[src/rtl/alu_bist_pkg.sv]
// alu_bist_pkg: shared opcodes, flag indices, FSM states and LFSR rule for the ALU BIST.
package alu_bist_pkg;
  localparam logic [2:0] OP_ADD = 3'd0, OP_INC = 3'd1, OP_SUB = 3'd2, OP_DEC = 3'd3;
  localparam logic [2:0] OP_AND = 3'd4, OP_OR = 3'd5, OP_XOR = 3'd6, OP_NOT = 3'd7;
  localparam int N_BIT = 3, Z_BIT = 2, V_BIT = 1, C_BIT = 0;
  typedef enum logic [1:0] {ST_IDLE, ST_RUN, ST_DONE} state_e;
  localparam logic [15:0] DEFAULT_SEED = 16'hACE1;
  // Feedback taps at bits 15, 13, 12 and 10.
  localparam logic [15:0] LFSR_TAPS = 16'hB400;
  function automatic logic [15:0] lfsr_next(input logic [15:0] q);
    return {q[14:0], ^(q & LFSR_TAPS)};
  endfunction
endpackage

[src/rtl/alu_bist_lfsr16.sv]
// lfsr16: 16-bit left-shifting Fibonacci LFSR with synchronous load and step enable.
module lfsr16
  import alu_bist_pkg::*;
#(
  parameter logic [15:0] RST_VAL = DEFAULT_SEED
) (
  input  logic        clk,
  input  logic        rst_n,
  input  logic        load,
  input  logic [15:0] seed,
  input  logic        en,
  output logic [15:0] q
);
  always_ff @(posedge clk or negedge rst_n)
    if (!rst_n) q <= RST_VAL;
    else if (load) q <= seed;
    else if (en) q <= lfsr_next(q);
endmodule

[src/rtl/alu_bist.sv]
// alu_bist: drives pseudo-random vectors to an ALU pair and compares their results one edge later.
module alu_bist
  import alu_bist_pkg::*;
#(
  parameter int unsigned NUM_VECTORS = 256,
  parameter logic [15:0] SEED        = DEFAULT_SEED,
  parameter int unsigned CNT_W       = 8
) (
  input  logic             clk,
  input  logic             rst_n,
  input  logic             start,
  output logic [7:0]       a_o,
  output logic [7:0]       b_o,
  output logic [2:0]       sel_o,
  input  logic [7:0]       r_dut_i,
  input  logic [3:0]       f_dut_i,
  input  logic [7:0]       r_ref_i,
  input  logic [3:0]       f_ref_i,
  output logic             busy,
  output logic             done,
  output logic             pass,
  output logic [CNT_W-1:0] err_count,
  output logic [18:0]      first_fail
);
  state_e             state_q, state_d;
  logic [15:0]        idx_q, idx_d, lfsr_q, nxt;
  logic [7:0]         a_q, a_d, b_q, b_d;
  logic [2:0]         sel_q, sel_d;
  logic [CNT_W-1:0]   err_q, err_d;
  logic [18:0]        ff_q, ff_d;
  logic               lfsr_load, lfsr_en, mismatch, last;

  lfsr16 #(.RST_VAL(SEED)) u_lfsr (
    .clk(clk), .rst_n(rst_n), .load(lfsr_load), .seed(SEED), .en(lfsr_en), .q(lfsr_q)
  );

  // The LFSR holds the vector currently on a_o/b_o, so the next vector is one step ahead.
  assign nxt      = lfsr_next(lfsr_q);
  assign mismatch = (r_dut_i != r_ref_i) || (f_dut_i != f_ref_i);
  assign last     = idx_q == 16'(NUM_VECTORS - 1);

  always_comb begin
    state_d   = state_q;
    idx_d     = idx_q;
    a_d       = a_q;
    b_d       = b_q;
    sel_d     = sel_q;
    err_d     = err_q;
    ff_d      = ff_q;
    lfsr_load = 1'b0;
    lfsr_en   = 1'b0;
    if (state_q == ST_RUN) begin
      if (mismatch) begin
        err_d = &err_q ? err_q : err_q + CNT_W'(1);
        ff_d  = err_q == '0 ? {a_q, b_q, sel_q} : ff_q;
      end
      if (last) state_d = ST_DONE;
      else begin
        idx_d      = idx_q + 16'd1;
        lfsr_en    = 1'b1;
        {a_d, b_d} = nxt;
        sel_d      = sel_q + 3'd1;
      end
    end else if (start) begin
      state_d    = ST_RUN;
      idx_d      = '0;
      err_d      = '0;
      ff_d       = '0;
      lfsr_load  = 1'b1;
      {a_d, b_d} = SEED;
      sel_d      = '0;
    end
  end

  always_ff @(posedge clk or negedge rst_n)
    if (!rst_n) begin
      state_q <= ST_IDLE;
      idx_q   <= '0;
      a_q     <= '0;
      b_q     <= '0;
      sel_q   <= '0;
      err_q   <= '0;
      ff_q    <= '0;
    end else begin
      state_q <= state_d;
      idx_q   <= idx_d;
      a_q     <= a_d;
      b_q     <= b_d;
      sel_q   <= sel_d;
      err_q   <= err_d;
      ff_q    <= ff_d;
    end

  assign a_o        = a_q;
  assign b_o        = b_q;
  assign sel_o      = sel_q;
  assign busy       = state_q == ST_RUN;
  assign done       = state_q == ST_DONE;
  assign pass       = done && (err_q == '0);
  assign err_count  = err_q;
  assign first_fail = ff_q;
endmodule

[config.mk]
export PLATFORM = sky130hd
export DESIGN_NAME = alu_bist
export DESIGN_NICKNAME = d
export VERILOG_FILES = /design/src/rtl/alu_bist_pkg.sv /design/src/rtl/alu_bist_lfsr16.sv /design/src/rtl/alu_bist.sv
export SDC_FILE = /design/constraint.sdc
export NUM_CORES = 1
export LEC_CHECK = 0
export ABC_AREA = 1
export CAP_MARGIN = 0
export CORE_UTILIZATION = 30
export DETAILED_ROUTE_END_ITERATION = 12
export DONT_BUFFER_PORTS = 1
export PLACE_DENSITY_LB_ADDON = 0.1
export SLEW_MARGIN = 20
export SYNTH_ARGS = -nofsm -noshare
export SYNTH_HDL_FRONTEND = slang
export SYNTH_SLANG_ARGS = --single-unit
[constraint.sdc]
create_clock -name clk -period 4.3 [get_ports clk]
set_input_delay 1.29 -clock clk [delete_from_list [all_inputs] [get_ports clk]]
set_output_delay 1.29 -clock clk [all_outputs]
set_load 0.05 [all_outputs]
# Word-level counts from Yosys, hierarchy flattened
# Index checks and enable logic that the tools add are counted.
[word_totals]
out_inout_bits = 49
in_bits = 27
reg_bits = 80
wordCells = 61
[classes]
eq_ne = 10
reduce_logical = 11
n_mux = 29
addsub = 3
[op_table]
columns = ["op", "count"]
rows = [
  ["$mux 16", 5],
  ["$mux 8", 10],
  ["$mux 19", 4],
  ["$add 16x1->16 const B", 1],
  ["$eq 16x8->1 const B", 1],
  ["$reduce_xor 16->1", 1],
  ["$mux 3", 3],
  ["$add 8x1->8 const B", 1],
  ["$logic_not 8->1", 1],
  ["$ne 8x8->1", 1],
  ["$reduce_and 8->1", 1],
  ["$mux 2", 3],
  ["$ne 2x1->1 const B", 3],
  ["$reduce_and 3->1", 2],
  ["$mux 1", 4],
  ["$ne 2x2->1 const B", 2],
  ["$ne 4x4->1", 1],
  ["$reduce_and 2->1", 2],
  ["$reduce_bool 2->1", 2],
  ["$add 3x1->3 const B", 1],
  ["$eq 2x1->1 const B", 1],
  ["$eq 2x2->1 const B", 1],
  ["$logic_and 1x1->1", 1],
  ["$logic_or 1x1->1", 1],
]

# Depth between registers and ports, before layout
[logic_depth]
ltp_word = 5
depth_mapped = 12
ltp_nobuf = 10

# By module
# From an unflattened synthesis, not the netlist that was laid out.
[unflattened]
hier_cells = 635
area_unflattened_um2 = 4590.7
[by_module_without_submodules]
columns = ["module", "seq_area_each_um2", "cells_per_inst", "area_per_inst_um2", "n_inst"]
rows = [
  ["alu_bist", 1601.5, 534, 3791.1, 1],
  ["lfsr16", 410.4, 101, 799.5, 1],
]

# Worst setup path before layout
# No wires, ideal clock.
[synth_path]
path_type = "register to output"
start = "register err_q[0] (netlist: err_count[0])"
end = "output pass"
required_time_ns = 3.010
arrival_time_ns = 2.048
path_stages_with_launch = 5
path_slack_ns = 0.962
path_buffers = 0
path_cell_list = "dfrtp_1 > inv_1 > ha_1 > nand4_1 > nor3_1"
[synth_between]
elab_chain_len = 2
[synth_lines]
columns = ["element", "line_no", "source"]
rows = [
  ["from (decl)", "alu_bist.sv:29", "logic [CNT_W-1:0] err_q, err_d;"],
  ["from (signal assigned)", "alu_bist.sv:90", "err_q <= err_d;"],
  ["$logic_not 8->1", "alu_bist.sv:99", "assign pass = done && (err_q == '0);"],
  ["$logic_and 1x1->1", "alu_bist.sv:99", ""],
  ["to (decl)", "alu_bist.sv:21", "output logic pass,"],
]
# No other way between the ends.

# Worst setup path in the final report
# Same ends and word-level chain as after synthesis.

==> flow_summary.toml <==
[status]
status = "complete, no violations"

[critical_path]
critPathRequiredTime_ns = 3.01
crit_type = "reg -> out"
cp-start-kind = "register"
crit_path_max_fanout = 7
crit_path_end_kind = "primary output"
crit_arrival_ns = 2.15

[power]
comb_power_share_pct = 22.1
p_switching_mw = 1.77
power_frac_clock_pct = 20.5
p_leak_nw = 2.29
power_frac_seq_pct = 57.4
intPower_mw = 1.87
ir_worst_vdd_mv = 0.246
p_per_area_nw_per_um2 = 785
p_sw_share_pct = 48.7

[synthesis]
syn_inst = 529
synth.cells.most_frequent = "nand2_1 (137), dfrtp_1 (72), inv_1 (70)"
synth_top_area_share_pct = 42.5
ys_seq_area_share_pct = 47.5
netlist_area_um2 = 4240
yosysTopAreaCell = "dfrtp_1"
yosysWarnings = 0
synth.area.top_cells = "dfrtp_1 (43%), nand2_1 (12%), inv_1 (6.2%), nand4_1 (5.2%), dfstp_2 (5.0%)"
postSynthAreaPerCell_um2 = 8.01
ys_seq_elements = 80
synthesis.nets = 560
synth_ff_type = "dfrtp_1"
async_flop_share_pct = 100
synth_edf_count = 0
synth_cell_types = 29
yosysMostFrequentCell = "nand2_1"

[placement]
hpwl_um = 6550
dpl_cell_area_um2 = 4350
port_buffers = 0
place_congestion = 0.796

[finish]
multi_input_area_um2 = 1800
design_area_um2 = 4640
fillers = 1454
num_antenna_cells = 0
drive_gt1_share_pct = 11.6
syn2layout_area_growth_pct = 9.51
nNetsFinal = 552
regArea_um2 = 2010

[clock_tree]
h-tree-depth = 3
clockBufferDepth = 2
hold_buffers = 0
cts_tree = "yes"
clkSinkCount = 80
clkLatencyLatePin_ns = 0.34
cts-root-buf = "clkbuf_16"
ctsResizeCount = 0
clkSlewWorstSetupHoldPaths_ns = 0.06
post-cts-setup-buffers = 0
numCtsBuffers = 9

[timing]
period_share_pct = 80.0
rsz0062_at_grt = "false"
worst_pin_slew_ns = 0.895
slew_headroom_pct = 40.1
max_freq_mhz = 291
skew_ns = 0.00740
slew_violations = 0
finalHoldViolations = 0
report.final.setup_viol = 0
fin_crit_ns = 3.44
tns_ns = 0

[global_route]
antenna_found_initial = 0
grt-ovfl-total = 0
track_usage_pct = 15.1
grt_pass1_vias = 3309
grt_max_degree = 81
grt_pass1_wl_um = 17000

[drt]
drc_errors = 0
via_per_inst = 4.73
wl_per_cell_um = 14.4
drtPass1Iterations = 4
drt_iter0_markers = 284
vias = 3338
ant_nets = 0
drt-total-wl_um = 10200

[floorplan]
dieArea_um2 = 14600
die_width_um = 121
rows = 43
initial_core_util_pct = 30.6
core_um2 = 13800
io_pins = 76
die_h_um = 121

[min_path]
hp-class = "reg -> reg"

[job]
maxCapViolCount = 0
per-stage QoR:
stage          worst slack, ns  instances  power [mW]  hold slack [ns]  util (%)
3_3_place_gp              1.21        690        2.90            0.475      31.5
2_1_floorplan            0.962        529        2.71            0.463         -
5_1_grt                  0.764        706        3.88            0.495      33.5
3_5_place_dp              1.20        690        2.92            0.475      31.5
4_1_cts                  0.824        706        3.68            0.487      33.5
6_report                 0.860        706        3.64            0.488      33.5
power groups by stage:
stage / combinational [mW] / sequential, mW / clock, mW
after detailed placement: 0.806 / 2.11 / 0
final: 0.804 / 2.09 / 0.747
after floorplan: 0.682 / 2.02 / 0
after CTS: 0.814 / 2.10 / 0.771
after global placement: 0.798 / 2.11 / 0
after global routing: 0.942 / 2.14 / 0.799
metal layers:
layer  up-vias  wire, um  track usage (%)
li1       1678         -                -
met1      1580      4790             19.4
met2        68      4690             24.0
met3        12       582             4.91
met4         0       128             4.94
met5         -         0                0
cells by family (layout without fill, tap and decap cells):
group                    after synthesis  in the layout  synth area share, %
AND/OR/NAND/NOR                      275            275                 28.7
adder cells (fa/ha/maj)                4              4                 1.18
XOR/XNOR                              16             16                 3.31
AO/OA/AOI/OAI                         56             56                 9.19
buffers and inverters                 98             95                 10.1
flip-flops                            80             80                 47.5
cell type report:
cell class              instances  share of cell area (%)
flip-flops and latches         80                    43.4
multi-input cells             351                    38.8
inverters                      74                    5.99
clock buffers                  12                    5.53
well taps                     180                    4.86
repair buffers                  5                   0.809
clock inverters                 4                   0.620
worst paths after layout:
path / startpoint / slack (ns) / to / cells after the start
setup / recovery: err_count[0] / 0.86 / pass / 4
hold / removal: u_lfsr.q[6] / 0.49 / u_lfsr.q[6] / 2
setup reg to reg: idx_q[0] / 1.58 / b_o[0] / 11
hold reg to reg: u_lfsr.q[6] / 0.49 / u_lfsr.q[6] / 2
max in group asynchronous: rst_n / 3.44 / u_lfsr.q[6] / 0
min in group asynchronous: rst_n / 0.64 / err_count[5] / 0
placed cells by master, fill, tap and decap left out, types with 3 or more instances in the layout:
master       n
inv_2        4
nor2_1      51
nor3_1       6
nand2_2      3
dfrtp_1     72
ha_1         4
nand4_1     35
nand2_1    137
dfstp_2      8
xor2_1       9
buf_4        5
o21ai_2      4
o22ai_2     12
inv_1       70
nand3_1     34
clkbuf_16    9
or2_2        3
o21ai_0     35
xnor2_1      7
sequential cells by signal (all words and copies together) (netlist names):
signal and count:
err_count 8, u_lfsr.q 16, first_fail 19, state_q 2
b_o 8, sel_o 3, a_o 8, idx_q 16
worst max-delay path, stage by stage (launching register included):
cell and delay [ns]:
dfrtp_1 0.62, inv_1 0.17, ha_1 0.18, nand4_1 0.16, nor3_2 0.68
(Power assumes the default switching activity.)
